==> src/rtl/mc_control_unit.sv <==
// Multi-cycle MIPS control unit: a registered-state Moore FSM whose datapath
// selects and enables are decoded combinationally from state, op/funct, zero and mem_ready.
module mc_control_unit #(
    parameter int ALU_OP_W = 4,
    parameter int STATE_W  = 4
) (
    input  logic                clk,
    input  logic                rst,
    input  logic [5:0]          op,
    input  logic [5:0]          funct,
    input  logic                zero,
    input  logic                mem_ready,
    output logic                pc_write,
    output logic [1:0]          pc_src,
    output logic                ir_write,
    output logic                mem_addr_src,
    output logic                mem_read,
    output logic                mem_write,
    output logic                reg_write,
    output logic                reg_dst,
    output logic                mem_to_reg,
    output logic [1:0]          alu_src_a,
    output logic [1:0]          alu_src_b,
    output logic                sign_ext,
    output logic [ALU_OP_W-1:0] alu_op,
    output logic                instr_done,
    output logic                illegal,
    output logic [STATE_W-1:0]  state
);

    localparam logic [5:0] OP_RTYPE = 6'b000000;
    localparam logic [5:0] OP_J     = 6'b000010;
    localparam logic [5:0] OP_BEQ   = 6'b000100;
    localparam logic [5:0] OP_BNE   = 6'b000101;
    localparam logic [5:0] OP_ADDI  = 6'b001000;
    localparam logic [5:0] OP_ADDIU = 6'b001001;
    localparam logic [5:0] OP_ORI   = 6'b001101;
    localparam logic [5:0] OP_XORI  = 6'b001110;
    localparam logic [5:0] OP_LW    = 6'b100011;
    localparam logic [5:0] OP_SW    = 6'b101011;

    localparam logic [5:0] FN_SLL  = 6'b000000;
    localparam logic [5:0] FN_SRL  = 6'b000010;
    localparam logic [5:0] FN_SRA  = 6'b000011;
    localparam logic [5:0] FN_SLLV = 6'b000100;
    localparam logic [5:0] FN_SRLV = 6'b000110;
    localparam logic [5:0] FN_SRAV = 6'b000111;
    localparam logic [5:0] FN_ADD  = 6'b100000;
    localparam logic [5:0] FN_ADDU = 6'b100001;
    localparam logic [5:0] FN_SUB  = 6'b100010;
    localparam logic [5:0] FN_SUBU = 6'b100011;
    localparam logic [5:0] FN_AND  = 6'b100100;
    localparam logic [5:0] FN_OR   = 6'b100101;
    localparam logic [5:0] FN_XOR  = 6'b100110;
    localparam logic [5:0] FN_NOR  = 6'b100111;
    localparam logic [5:0] FN_SLT  = 6'b101010;
    localparam logic [5:0] FN_SLTU = 6'b101011;

    localparam logic [3:0] ALU_ADD  = 4'd0;
    localparam logic [3:0] ALU_ADDU = 4'd1;
    localparam logic [3:0] ALU_SUB  = 4'd2;
    localparam logic [3:0] ALU_SUBU = 4'd3;
    localparam logic [3:0] ALU_AND  = 4'd4;
    localparam logic [3:0] ALU_OR   = 4'd5;
    localparam logic [3:0] ALU_XOR  = 4'd6;
    localparam logic [3:0] ALU_NOR  = 4'd7;
    localparam logic [3:0] ALU_SLT  = 4'd8;
    localparam logic [3:0] ALU_SLTU = 4'd9;
    localparam logic [3:0] ALU_SLL  = 4'd10;
    localparam logic [3:0] ALU_SRL  = 4'd11;
    localparam logic [3:0] ALU_SRA  = 4'd12;

    typedef enum logic [3:0] {
        S_FETCH    = 4'd0,
        S_DECODE   = 4'd1,
        S_MEM_ADDR = 4'd2,
        S_MEM_RD   = 4'd3,
        S_MEM_WB   = 4'd4,
        S_MEM_WR   = 4'd5,
        S_R_EXEC   = 4'd6,
        S_R_WB     = 4'd7,
        S_BRANCH   = 4'd8,
        S_JUMP     = 4'd9,
        S_I_EXEC   = 4'd10,
        S_I_WB     = 4'd11,
        S_TRAP     = 4'd12
    } state_t;

    state_t     cur_state;
    state_t     decode_next;
    logic       illegal_q;
    logic [3:0] alu_code;

    function automatic logic r_funct_ok(input logic [5:0] f);
        case (f)
            FN_SLL, FN_SRL, FN_SRA, FN_SLLV, FN_SRLV, FN_SRAV,
            FN_ADD, FN_ADDU, FN_SUB, FN_SUBU, FN_AND, FN_OR,
            FN_XOR, FN_NOR, FN_SLT, FN_SLTU: r_funct_ok = 1'b1;
            default:                          r_funct_ok = 1'b0;
        endcase
    endfunction

    // Variable shifts reuse the immediate-shift ALU codes; only operand A differs.
    function automatic logic [3:0] r_alu(input logic [5:0] f);
        case (f)
            FN_ADDU:          r_alu = ALU_ADDU;
            FN_SUB:           r_alu = ALU_SUB;
            FN_SUBU:          r_alu = ALU_SUBU;
            FN_AND:           r_alu = ALU_AND;
            FN_OR:            r_alu = ALU_OR;
            FN_XOR:           r_alu = ALU_XOR;
            FN_NOR:           r_alu = ALU_NOR;
            FN_SLT:           r_alu = ALU_SLT;
            FN_SLTU:          r_alu = ALU_SLTU;
            FN_SLL, FN_SLLV:  r_alu = ALU_SLL;
            FN_SRL, FN_SRLV:  r_alu = ALU_SRL;
            FN_SRA, FN_SRAV:  r_alu = ALU_SRA;
            default:          r_alu = ALU_ADD;
        endcase
    endfunction

    always_comb begin
        decode_next = S_TRAP;
        case (op)
            OP_RTYPE:                            decode_next = r_funct_ok(funct) ? S_R_EXEC : S_TRAP;
            OP_LW, OP_SW:                        decode_next = S_MEM_ADDR;
            OP_BEQ, OP_BNE:                      decode_next = S_BRANCH;
            OP_J:                                decode_next = S_JUMP;
            OP_ADDI, OP_ADDIU, OP_ORI, OP_XORI:  decode_next = S_I_EXEC;
            default:                             decode_next = S_TRAP;
        endcase
    end

    // Memory handshake: mem_read/mem_write are held for the whole access and the
    // access completes in the cycle mem_ready is high; the FSM advances on that edge.
    always_ff @(posedge clk) begin
        if (rst) begin
            cur_state <= S_FETCH;
            illegal_q <= 1'b0;
        end else begin
            case (cur_state)
                S_FETCH:    if (mem_ready) cur_state <= S_DECODE;
                S_DECODE: begin
                    cur_state <= decode_next;
                    if (decode_next == S_TRAP) illegal_q <= 1'b1;
                end
                S_MEM_ADDR: cur_state <= (op == OP_LW) ? S_MEM_RD : S_MEM_WR;
                S_MEM_RD:   if (mem_ready) cur_state <= S_MEM_WB;
                S_MEM_WB:   cur_state <= S_FETCH;
                S_MEM_WR:   if (mem_ready) cur_state <= S_FETCH;
                S_R_EXEC:   cur_state <= S_R_WB;
                S_R_WB:     cur_state <= S_FETCH;
                S_BRANCH:   cur_state <= S_FETCH;
                S_JUMP:     cur_state <= S_FETCH;
                S_I_EXEC:   cur_state <= S_I_WB;
                S_I_WB:     cur_state <= S_FETCH;
                S_TRAP: begin
                    cur_state <= S_TRAP;
                    illegal_q <= 1'b1;
                end
                default:    cur_state <= S_FETCH;
            endcase
        end
    end

    // Everything is held at zero while rst is high so an abandoned instruction
    // cannot issue a write in the reset cycle.
    always_comb begin
        pc_write     = 1'b0;
        pc_src       = 2'b00;
        ir_write     = 1'b0;
        mem_addr_src = 1'b0;
        mem_read     = 1'b0;
        mem_write    = 1'b0;
        reg_write    = 1'b0;
        reg_dst      = 1'b0;
        mem_to_reg   = 1'b0;
        alu_src_a    = 2'b00;
        alu_src_b    = 2'b00;
        sign_ext     = 1'b0;
        alu_code     = ALU_ADD;
        instr_done   = 1'b0;
        if (!rst) begin
            case (cur_state)
                S_FETCH: begin
                    mem_read  = 1'b1;
                    alu_src_b = 2'b01;
                    ir_write  = mem_ready;
                    pc_write  = mem_ready;
                end
                S_DECODE: begin
                    alu_src_b = 2'b11;
                    sign_ext  = 1'b1;
                end
                S_MEM_ADDR: begin
                    alu_src_a = 2'b01;
                    alu_src_b = 2'b10;
                    sign_ext  = 1'b1;
                end
                S_MEM_RD: begin
                    mem_read     = 1'b1;
                    mem_addr_src = 1'b1;
                end
                S_MEM_WB: begin
                    reg_write  = 1'b1;
                    mem_to_reg = 1'b1;
                    instr_done = 1'b1;
                end
                S_MEM_WR: begin
                    mem_write    = 1'b1;
                    mem_addr_src = 1'b1;
                    instr_done   = mem_ready;
                end
                S_R_EXEC: begin
                    alu_src_a = (funct == FN_SLL || funct == FN_SRL || funct == FN_SRA)
                                ? 2'b10 : 2'b01;
                    alu_code  = r_alu(funct);
                end
                S_R_WB: begin
                    reg_write  = 1'b1;
                    reg_dst    = 1'b1;
                    instr_done = 1'b1;
                end
                S_BRANCH: begin
                    alu_src_a  = 2'b01;
                    alu_code   = ALU_SUB;
                    pc_src     = 2'b01;
                    pc_write   = (op == OP_BEQ) ? zero : ~zero;
                    instr_done = 1'b1;
                end
                S_JUMP: begin
                    pc_src     = 2'b10;
                    pc_write   = 1'b1;
                    instr_done = 1'b1;
                end
                S_I_EXEC: begin
                    alu_src_a = 2'b01;
                    alu_src_b = 2'b10;
                    sign_ext  = (op == OP_ADDI || op == OP_ADDIU);
                    case (op)
                        OP_ADDIU: alu_code = ALU_ADDU;
                        OP_ORI:   alu_code = ALU_OR;
                        OP_XORI:  alu_code = ALU_XOR;
                        default:  alu_code = ALU_ADD;
                    endcase
                end
                S_I_WB: begin
                    reg_write  = 1'b1;
                    instr_done = 1'b1;
                end
                default: ;
            endcase
        end
    end

    assign alu_op  = ALU_OP_W'(alu_code);
    assign state   = STATE_W'(cur_state);
    assign illegal = illegal_q;

endmodule

==> config.mk <==
export PLATFORM = sky130hd
export DESIGN_NAME = mc_control_unit
export DESIGN_NICKNAME = d
export VERILOG_FILES = /design/src/rtl/mc_control_unit.sv
export SDC_FILE = /design/constraint.sdc
export NUM_CORES = 1
export LEC_CHECK = 0
export CORE_UTILIZATION = 47
export CTS_BUF_LIST = sky130_fd_sc_hd__clkbuf_4 sky130_fd_sc_hd__clkbuf_8
export DETAILED_ROUTE_END_ITERATION = 10
export PLACE_DENSITY_LB_ADDON = 0.15
export SYNTH_ARGS = -nofsm -noshare
export SYNTH_HDL_FRONTEND = slang
export SYNTH_SLANG_ARGS = --single-unit
==> constraint.sdc <==
create_clock -name clk -period 4.9 [get_ports clk]
set_input_delay 1.47 -clock clk [delete_from_list [all_inputs] [get_ports clk]]
set_output_delay 1.47 -clock clk [all_outputs]
set_load 0.02 [all_outputs]
==> flow_metrics.env, run 1 <==
export IMPL_r2r_cells=5
export IMPL_initial_core_util_pct=49.81
export IMPL_placement_rows=16
export IMPL_final_antenna_net_count=0
export IMPL_drc_errors=0
export IMPL_seqPwrFrac_pct=24.9
export IMPL_path_buf_inv=2
export IMPL_ys_warn_count=0
export IMPL_syn_cell_area_sq_um=967.2
export IMPL_leakagePower_nw=0.5958
export IMPL_port_buffers=40
export IMPL_synth_cell_types=47
export IMPL_hold_ws_ns=0.5054
export IMPL_max_slew_margin_pct=55.46
export IMPL_grt_pass1_vias=1094
export IMPL_cts_max_level=1
export IMPL_rsz0062_at_grt="no"
export IMPL_dpl_cell_area_sq_mm=0.001445
export IMPL_max_freq_ghz=0.2068
export IMPL_seq_area_frac_synth_pct=10.35
export IMPL_rrSetupSlack_ns=3.06
export IMPL_status="finished clean"
export IMPL_nets=211
export IMPL_ys_seq_elements=5
export IMPL_place_hpwl_um=2298
export IMPL_p_int_mw=0.1317
export IMPL_combinationalPowerShare_pct=49.2
export IMPL_worstPathRequired_ns=3.43
export IMPL_worstReg2RegEnd="state[2]"
export IMPL_hold_buffers=0
export IMPL_multiInputGateArea_sq_um=787.0
export IMPL_layout_drive_gt1_share_pct=15.98
export IMPL_fin_crit_sh_pct=98.68
export IMPL_io_pins=41
export IMPL_ff_latch_area_sq_um=100.1
export IMPL_diodes=0
export IMPL_setup_viol=0
export IMPL_clkPwrFrac_pct=25.9
export IMPL_postSynthCellCount=147
export IMPL_num_vias=1250
export IMPL_crit_top_cell="clkdlybuf4s50_1"
export IMPL_cts_root_buf="clkbuf_4"
export IMPL_fin_total_pwr_mw=0.2089
export IMPL_slew_violations=0
export IMPL_fp_dieW_um=47.37
export IMPL_hold_class="flip-flop to flip-flop"
export IMPL_wl_per_cell_um=13.33
export IMPL_rr_startpoint="state[2]"
export IMPL_num_fill_cells=159
export IMPL_cts_tree="yes"
export IMPL_final_util_pct=76.61
export IMPL_endpoint="alu_op[1]"
export IMPL_end_kind="output port"
export IMPL_drv_cap=0
export IMPL_drt_iter0_markers=37
export IMPL_startpoint_type="primary input"
export IMPL_gp_congestion=0.8396
export IMPL_ir_drop_mv=0.1128
export IMPL_syn2layout_area_growth_pct=53.82
export IMPL_cp_top_family="buffers and inverters"
export IMPL_cp_data_arrival_time_ns=3.37
export IMPL_power_density_mw_per_mm2=140.4
export IMPL_coreArea_sq_mm=0.001942
export IMPL_startpoint="op[0]"
export IMPL_p_sw_mw=0.07719
export IMPL_antenna_found_initial=0
export IMPL_hold_viol_final=0
export IMPL_cp_slowest_stage_delay_ns=0.61
export IMPL_grtUsageTotal_pct=28.12
export IMPL_finalClockSkew_ns=0.002031
export IMPL_postSynth_asyncResetShare_pct=0
export IMPL_dieHeight_um=47.37
export IMPL_routed_via_density=5.656
export IMPL_synthFlopType="dfxtp_1"
export IMPL_netSwitchingFraction_pct=36.95
export IMPL_clk_path_buf_depth=2
export IMPL_wl_um=2947
export IMPL_critical_path_cell_chain="clkdlybuf4s50_1 > and2b_4 > nand4_1 > a211oi_1 > a21oi_1 > nor2_1 > clkdlybuf4s50_1"
export IMPL_synth_edf_count=0
export IMPL_avgSynthCellArea_sq_um=6.579
export IMPL_min_period_ns=4.835
export IMPL_grt_pass1_wl_um=4560
export IMPL_cp_depth=7
export IMPL_path_class="primary input to output port"
export IMPL_synth_nets=163
export IMPL_slowest_stage="clkdlybuf4s50_1"
export IMPL_dieArea_sq_mm=0.002243
export IMPL_clk_pin_slew_ns=0.04
export IMPL_grt_max_degree=22
export IMPL_cts_made_buffers=3
export IMPL_clock_sinks=5
export IMPL_dr_pass1_iters=4
export IMPL_grt_overflow_total=0
export IMPL_insertion_delay_ns=0.25
export IMPL_post_cts_buffers=0
export IMPL_setup_tns_final_ns=0
export IMPL_final_cell_area_sq_mm=0.001488
export IMPL_tightest_slew_ns=0.6671
export IMPL_critPathMaxFanout=5
export IMPL_hold_path_startpoint="illegal"
[through the flow]
step                      worst slack [ns]  std cells
after global placement             0.04593        217
after detailed placement           0.01577        217
after floorplan                     0.5026        147
final                              0.06463        221
after global routing               0.01724        221
after CTS                        0.0001121        221
[worst min-delay path by stage]
stage / cells after the start / to / slack [ns]
floorplan: 2 / illegal / 0.58
global placement: 2 / illegal / 0.46
detailed placement: 2 / illegal / 0.49
CTS: 2 / illegal / 0.50
global route: 2 / illegal / 0.54
finish: 2 / illegal / 0.51
[layout by cell type (no fill, tap or decap), drive strengths merged, types with 2 or more instances in the layout]
cell type	count
xor2	3
nor3b	2
nand2	14
o21a	2
dfxtp	5
buf	14
clkdlybuf4s50	35
nor4	4
nor2	22
nor2b	8
o21ai	7
and3	2
dlymetal6s2s	5
nand2b	8
a21oi	11
o22ai	2
a32oi	2
clkbuf	4
nor4b	2
nor3	12
inv	5
mux2i	2
a211oi	4
[sequential cells by signal (all words and copies together), names as in the netlist]
register,flops
illegal,1
state,4
[area by class of cell]
type | count | area share [%]
Timing Repair Buffer | 54 | 34.82
Clock buffer | 4 | 2.018
Multi-Input combinational cell | 126 | 52.90
Tap cell | 27 | 2.271
Inverter | 5 | 1.262
Sequential cell | 5 | 6.728
[timing repair]
action | CTS | global route
endpoints found under the hold margin | 0 | 0
resized for setup | 0 | 5
endpoints found under the setup margin | 0 | 5
[metal layers]
metal  global-route usage, %  part of all wire, %  up-vias
met1                   33.78                   44      551
met5                       0                    0        -
li1                        -                    -      637
met3                   1.538                  5.1       10
met2                   49.04                   48       52
met4                   16.00                  2.4        0
[worst register-to-register path, cell delays in order (launching register included)]
cell and delay, ns:
dfxtp_1 0.71, nand2b_1 0.38, o21a_1 0.18, o22ai_1 0.07
a211oi_1 0.33, nor3_2 0.06
[power by group through the flow]
| stage | Combinational [mW] | Sequential, mW | Clock (mW) |
|---|---|---|---|
| after floorplan | 0.0580 | 0.0493 | 0 |
| after detailed placement | 0.102 | 0.0524 | 0 |
| after global routing | 0.112 | 0.0526 | 0.0582 |
| final | 0.103 | 0.0521 | 0.0541 |
| after CTS | 0.102 | 0.0516 | 0.0554 |
| after global placement | 0.0995 | 0.0521 | 0 |
[logic make-up (layout without fill, tap and decap cells)]
kind of cell           after synthesis  count (layout)  share of synthesized area [%]
flip-flops                           5               5                          10.35
AO/OA/AOI/OAI                       40              40                          29.11
buffers and inverters               16              63                          8.280
XOR/XNOR                             3               3                          2.717
AND/OR/NAND/NOR                     80              80                          46.31
multiplexers                         3               3                          3.234
[synthesized netlist by cell type, types with 2 or more instances]
library cell,instances,area share (%)
a211oi_1,4,3.1
a21oi_1,10,5.2
a32oi_1,2,1.8
and3_1,2,1.3
buf_1,2,0.78
buf_2,4,2.1
buf_4,2,1.6
clkbuf_1,2,0.78
dfxtp_1,5,10
inv_1,5,1.9
mux2i_1,2,2.1
nand2_1,14,5.4
nand2b_1,7,4.5
nor2_1,21,8.2
nor2b_1,8,5.2
nor3_1,10,5.2
nor3_2,2,2.1
nor3b_2,2,2.6
nor4_1,4,2.6
nor4b_1,2,1.8
o21a_1,2,1.6
o21ai_0,7,3.6
o22ai_1,2,1.3
xor2_1,3,2.7
No activity file was read; power rests on OpenSTA's default activity.
==> inputs of run 2 (changes only) <==
- HOLD_SLACK_MARGIN: not set -> 0.08
==> results of run 2 <==
Final layout, timing and power as in run 1 (identical DEF).
